## src/rtl/ctrl_pkg.sv

```systemverilog
// Shared types and constants for the multicycle controller: state encoding, opcodes,
// ALU operation codes and the bundled control-output record.
package ctrl_pkg;

  typedef enum logic [2:0] {
    StFetchHi = 3'd0,
    StFetchLo = 3'd1,
    StDecode  = 3'd2,
    StExecRd  = 3'd3,
    StExecWr  = 3'd4,
    StHalt    = 3'd5
  } state_t;

  // Opcodes 8-14 are unassigned and execute as NOP.
  typedef enum logic [3:0] {
    OpLda = 4'h0,
    OpSta = 4'h1,
    OpAdd = 4'h2,
    OpSub = 4'h3,
    OpAnd = 4'h4,
    OpNot = 4'h5,
    OpJmp = 4'h6,
    OpJz  = 4'h7,
    OpHlt = 4'hF
  } opcode_t;

  localparam logic [2:0] AluPass = 3'd0;
  localparam logic [2:0] AluAdd  = 3'd1;
  localparam logic [2:0] AluSub  = 3'd2;
  localparam logic [2:0] AluAnd  = 3'd3;
  localparam logic [2:0] AluNot  = 3'd4;

  typedef struct packed {
    logic       mem_rd;
    logic       mem_wr;
    logic       ir_hi_ld;
    logic       ir_lo_ld;
    logic       pc_ld;
    logic       pc_sel_inc;
    logic       pc_sel_ir;
    logic       adr_sel_pc;
    logic       adr_sel_ir;
    logic       acc_ld;
    logic       acc_sel_mem;
    logic       acc_sel_alu;
    logic [2:0] alu_op;
    logic       halted;
  } ctrl_out_t;

  typedef struct packed {
    state_t     next_state;
    logic       pc_ld;
    logic       pc_sel_ir;
    logic       acc_ld;
    logic       acc_sel_alu;
    logic [2:0] alu_op;
  } dec_out_t;

  function automatic logic [2:0] alu_op_for(input logic [3:0] opcode);
    case (opcode)
      OpAdd:   return AluAdd;
      OpSub:   return AluSub;
      OpAnd:   return AluAnd;
      OpNot:   return AluNot;
      default: return AluPass;
    endcase
  endfunction

endpackage

```

## src/rtl/ctrl_decoder.sv

```systemverilog
// Combinational decode of opcode and acc_zero into the next state and the
// outputs asserted during the DECODE cycle.
module ctrl_decoder
  import ctrl_pkg::*;
(
  input  logic [3:0] opcode,
  input  logic       acc_zero,
  output dec_out_t   dec
);

  always_comb begin
    dec            = '0;
    dec.next_state = StFetchHi;
    case (opcode)
      OpLda, OpAdd, OpSub, OpAnd: dec.next_state = StExecRd;
      OpSta:                      dec.next_state = StExecWr;
      OpNot: begin
        dec.acc_ld      = 1'b1;
        dec.acc_sel_alu = 1'b1;
        dec.alu_op      = AluNot;
      end
      OpJmp: begin
        dec.pc_ld     = 1'b1;
        dec.pc_sel_ir = 1'b1;
      end
      OpJz: begin
        dec.pc_ld     = acc_zero;
        dec.pc_sel_ir = acc_zero;
      end
      OpHlt:   dec.next_state = StHalt;
      default: ;
    endcase
  end

endmodule

```

## src/rtl/multicycle_controller.sv

```systemverilog
// Multicycle control unit: two-byte fetch, decode and ready-handshaked execute,
// driving one-hot datapath selects, register loads, ALU op and memory strobes.
module multicycle_controller
  import ctrl_pkg::*;
(
  input  logic        clk,
  input  logic        rst_n,
  input  logic        mem_ready,
  input  logic        acc_zero,
  output logic        mem_rd,
  output logic        mem_wr,
  output logic        ir_hi_ld,
  output logic        ir_lo_ld,
  input  logic [15:0] ir,
  output logic        pc_ld,
  output logic        pc_sel_inc,
  output logic        pc_sel_ir,
  output logic        adr_sel_pc,
  output logic        adr_sel_ir,
  output logic        acc_ld,
  output logic        acc_sel_mem,
  output logic        acc_sel_alu,
  output logic [2:0]  alu_op,
  output logic        halted
);

  state_t    state_q, state_d;
  dec_out_t  dec;
  ctrl_out_t ctl, ctl_gated;
  logic      unused_ir;

  assign unused_ir = ^ir[11:0];

  ctrl_decoder u_decoder (
    .opcode   (ir[15:12]),
    .acc_zero (acc_zero),
    .dec      (dec)
  );

  always_ff @(posedge clk or negedge rst_n) begin
    if (!rst_n) begin
      state_q <= StFetchHi;
    end else begin
      state_q <= state_d;
    end
  end

  always_comb begin
    state_d = state_q;
    ctl     = '0;
    unique case (state_q)
      StFetchHi, StFetchLo: begin
        ctl.mem_rd     = 1'b1;
        ctl.adr_sel_pc = 1'b1;
        if (mem_ready) begin
          ctl.ir_hi_ld   = (state_q == StFetchHi);
          ctl.ir_lo_ld   = (state_q == StFetchLo);
          ctl.pc_ld      = 1'b1;
          ctl.pc_sel_inc = 1'b1;
          state_d        = (state_q == StFetchHi) ? StFetchLo : StDecode;
        end
      end
      StDecode: begin
        ctl.pc_ld       = dec.pc_ld;
        ctl.pc_sel_ir   = dec.pc_sel_ir;
        ctl.acc_ld      = dec.acc_ld;
        ctl.acc_sel_alu = dec.acc_sel_alu;
        ctl.alu_op      = dec.alu_op;
        state_d         = dec.next_state;
      end
      StExecRd: begin
        ctl.mem_rd     = 1'b1;
        ctl.adr_sel_ir = 1'b1;
        if (mem_ready) begin
          ctl.acc_ld = 1'b1;
          if (ir[15:12] == OpLda) begin
            ctl.acc_sel_mem = 1'b1;
          end else begin
            ctl.acc_sel_alu = 1'b1;
            ctl.alu_op      = alu_op_for(ir[15:12]);
          end
          state_d = StFetchHi;
        end
      end
      StExecWr: begin
        ctl.mem_wr     = 1'b1;
        ctl.adr_sel_ir = 1'b1;
        if (mem_ready) state_d = StFetchHi;
      end
      StHalt:  ctl.halted = 1'b1;
      default: state_d = StFetchHi;
    endcase
  end

  // Reset gates every output combinationally so an in-flight access aborts at once.
  assign ctl_gated = rst_n ? ctl : '0;

  assign mem_rd      = ctl_gated.mem_rd;
  assign mem_wr      = ctl_gated.mem_wr;
  assign ir_hi_ld    = ctl_gated.ir_hi_ld;
  assign ir_lo_ld    = ctl_gated.ir_lo_ld;
  assign pc_ld       = ctl_gated.pc_ld;
  assign pc_sel_inc  = ctl_gated.pc_sel_inc;
  assign pc_sel_ir   = ctl_gated.pc_sel_ir;
  assign adr_sel_pc  = ctl_gated.adr_sel_pc;
  assign adr_sel_ir  = ctl_gated.adr_sel_ir;
  assign acc_ld      = ctl_gated.acc_ld;
  assign acc_sel_mem = ctl_gated.acc_sel_mem;
  assign acc_sel_alu = ctl_gated.acc_sel_alu;
  assign alu_op      = ctl_gated.alu_op;
  assign halted      = ctl_gated.halted;

endmodule
```

## config.mk

```make
export PLATFORM = sky130hd
export DESIGN_NAME = multicycle_controller
export DESIGN_NICKNAME = d
export VERILOG_FILES = /design/src/rtl/ctrl_pkg.sv /design/src/rtl/ctrl_decoder.sv /design/src/rtl/multicycle_controller.sv
export SDC_FILE = /design/constraint.sdc
export NUM_CORES = 1
export LEC_CHECK = 0
export CAP_MARGIN = 20
export CORE_MARGIN = 2
export CORE_UTILIZATION = 34
export CTS_CLUSTER_SIZE = 25
export DETAILED_ROUTE_END_ITERATION = 7
export PLACE_DENSITY_LB_ADDON = 0.05
export RECOVER_POWER = 100
export SLEW_MARGIN = 20
export SYNTH_ARGS = -nofsm -noshare
export SYNTH_HDL_FRONTEND = slang
export SYNTH_SLANG_ARGS = --single-unit
```

## constraint.sdc

```tcl
create_clock -name clk -period 1.5 [get_ports clk]
set_input_delay 0.3 -clock clk [delete_from_list [all_inputs] [get_ports clk]]
set_output_delay 0.3 -clock clk [all_outputs]
set_load 0.03 [all_outputs]
```

==> impl_metrics.json <==
{
  "status": "finished with violations",
  "violations": "setup timing",
  "final_layout_size_suffix_gt1_share_pct": 65.49,
  "tightest_slew_ns": 0.3218,
  "cts_max_level": 1,
  "max_flop_register": "state_q",
  "finalHoldViolCount": 0,
  "clkPwrFrac_pct": 12.4,
  "fin_ws_ns": -0.2415,
  "min_period_ns": 1.741,
  "drtIter0Drc": 8,
  "synthTopCellsByCount": "nand2_1, nor2_1, nor2b_1",
  "period_share_pct": 116.1,
  "dieArea_mm2": 0.001815,
  "fp.dieW_um": 42.61,
  "rsz0062_at_grt": "yes",
  "cp-end-kind": "output port",
  "antenna_left": 0,
  "first_pass_iters": 4,
  "leakage_uw": 0.0004827,
  "finalSetupViolations": 16,
  "syn-mean-instance-area_um2": 7.678,
  "irDropWorstVdd_mv": 0.5200,
  "viasPerCell": 5.406,
  "cts.sinks": 3,
  "coreArea_mm2": 0.001350,
  "final_nets": 134,
  "gp_congestion": 0.8633,
  "p_int_uw": 677.1,
  "crit_type": "flop to output port",
  "cap_violations": 0,
  "cp-start-kind": "flop",
  "synth_top_area_cell": "dfrtp_1",
  "grt_max_degree": 9,
  "numPortBuffers": 23,
  "fmax_ghz": 0.5742,
  "cts_tree": "built",
  "top_regs": "state_q (3)",
  "yosys_warnings": 0,
  "synth-edff-count": 0,
  "relSlewSlack_pct": 78.55,
  "grt_use_total_pct": 22.36,
  "required_ns": 1.20,
  "grt_pass1_vias": 665,
  "syn-cell-area_um2": 506.7,
  "netSwitchingPower_uw": 525.3,
  "drt_wl_total_um": 1869,
  "clk_latency_ns": 0.24,
  "num_antenna_cells": 0,
  "power.density_mw_per_mm2": 1120,
  "start_util_pct": 37.53,
  "power_frac_seq_pct": 14.2,
  "stdcell_count": 128,
  "area_delta_synth_final_pct": 111.9,
  "grt_pass1_wl_um": 3063,
  "overflow": 0,
  "pwr-share-comb_pct": 73.4,
  "die_h_um": 42.61,
  "report.final.slew_viol_count": 0,
  "finalClockSkew_ns": 0.002219,
  "num_io_pins": 36,
  "async_flop_share_pct": 100.0,
  "synth_flop_cell": "dfrtp_1",
  "ys_types": 35,
  "cts_buffer_depth": 2,
  "hpwl_um": 1215,
  "synth_top_area_share_pct": 14.81,
  "hp-class": "primary input to asynchronous set/reset pin",
  "post-route-drc-count": 0,
  "ys_top_cells_by_area": "dfrtp_1, nor2b_1, nor3b_2",
  "p_sw_share_pct": 43.69,
  "arrival_ns": 1.44,
  "synth_seq_area_share_pct": 14.81,
  "routedWlPerCell_um": 14.60,
  "antenna_found_initial": 0,
  "clk_pin_slew_ns": 0.04,
  "rows": 13,
  "syn-instance-count": 66,
  "numCtsBuffers": 3,
  "largest_reg_flops": 3,
  "syn_nets": 86,
  "path_max_fanout": 6,
  "vias": 692,
  "dp.cells": 121,
  "ys_ff_latch": 3,
  "cts-root-buf": "clkbuf_4",
  "fin_setup_tns_ns": -2.736
}
[path summary, 6_finish.rpt]
check	from	end	slack, ns	cells past startpoint
min	rst_n	state_q[1]	0.21	2
max	state_q[2]	acc_sel_alu	-0.24	5
max reg2reg	state_q[0]	state_q[0]	0.20	6
min in group clk	state_q[0]	state_q[1]	0.60	2
max in group asynchronous	rst_n	state_q[2]	1.08	2
min reg2reg	state_q[0]	state_q[1]	0.60	2
[per-layer routing]
layer | track usage [%] | up-vias | share of wire (%) | routed length, um
met5 | 0 | - | 0 | 0
met4 | 6.875 | 0 | 0.80 | 15
met3 | 3.879 | 4 | 4.0 | 74
met2 | 41.85 | 23 | 55 | 1031
met1 | 25.19 | 333 | 40 | 747
li1 | - | 332 | - | -
[power by group through the flow]
| stage | clock (uW) | sequential (uW) | combinational, uW |
|---|---|---|---|
| final | 149 | 171 | 882 |
| after global routing | 159 | 174 | 941 |
| after CTS | 152 | 167 | 865 |
| after detailed placement | 0 | 161 | 708 |
| after global placement | 0 | 162 | 695 |
| after floorplan | 0 | 141 | 467 |
[per-stage QoR]
stage	setup WS [ns]	total power [uW]	hold slack (ns)	utilization (%)	instance area, um^2
final	-0.2415	1202	0.2062	79.52	1074
after global routing	-0.2981	1274	0.2514	79.52	1074
after CTS	-0.2422	1184	0.1809	79.70	1076
after detailed placement	-0.4898	868.5	0.5974	67.47	910.9
after global placement	-0.4720	856.9	0.5901	67.47	910.9
after floorplan	-0.07284	608.3	0.004409	-	578.1
[placed cells by master, fill, tap and decap left out, types with 3 or more instances in the layout]
master	count
dfrtp_2	3
nand2_2	3
dlygate4sd2_1	6
nor2b_4	3
buf_6	16
nand2_1	3
clkbuf_4	3
nor2b_1	3
nor2_1	4
buf_4	25
[critical path, cell delays in order (launching register included)]
cell      delay [ns]
dfrtp_2         0.47
nor2b_4         0.16
buf_6           0.13
nand4b_1        0.12
a21oi_2         0.17
buf_6           0.15
[timing repair]
action | 4_1_cts | 5_1_grt
hold buffers | 0 | 0
pin swaps | 15 | 6
buffers inserted | 4 | 0
endpoints found under the setup margin | 16 | 16
cloned | 0 | 0
gates resized for setup | 36 | 1
[cells by family (layout without fill, tap and decap cells)]
family,after synthesis,after routing,share of synthesized area (%)
simple gates,39,39,53.08
flops,3,3,14.81
mux,1,1,1.975
xor+xnor,2,2,3.457
compound gates,13,13,16.30
buf+inv,8,55,10.37
[layout make-up]
class | instances | area [um^2]
clock buffers | 4 | 26.28
fillers | 97 | 276.5
inverters | 2 | 10.01
multi-input cells | 55 | 505.5
flip-flops and latches | 3 | 78.83
well taps | 15 | 18.77
repair buffers | 49 | 434.2
(Power assumes the default switching activity.)
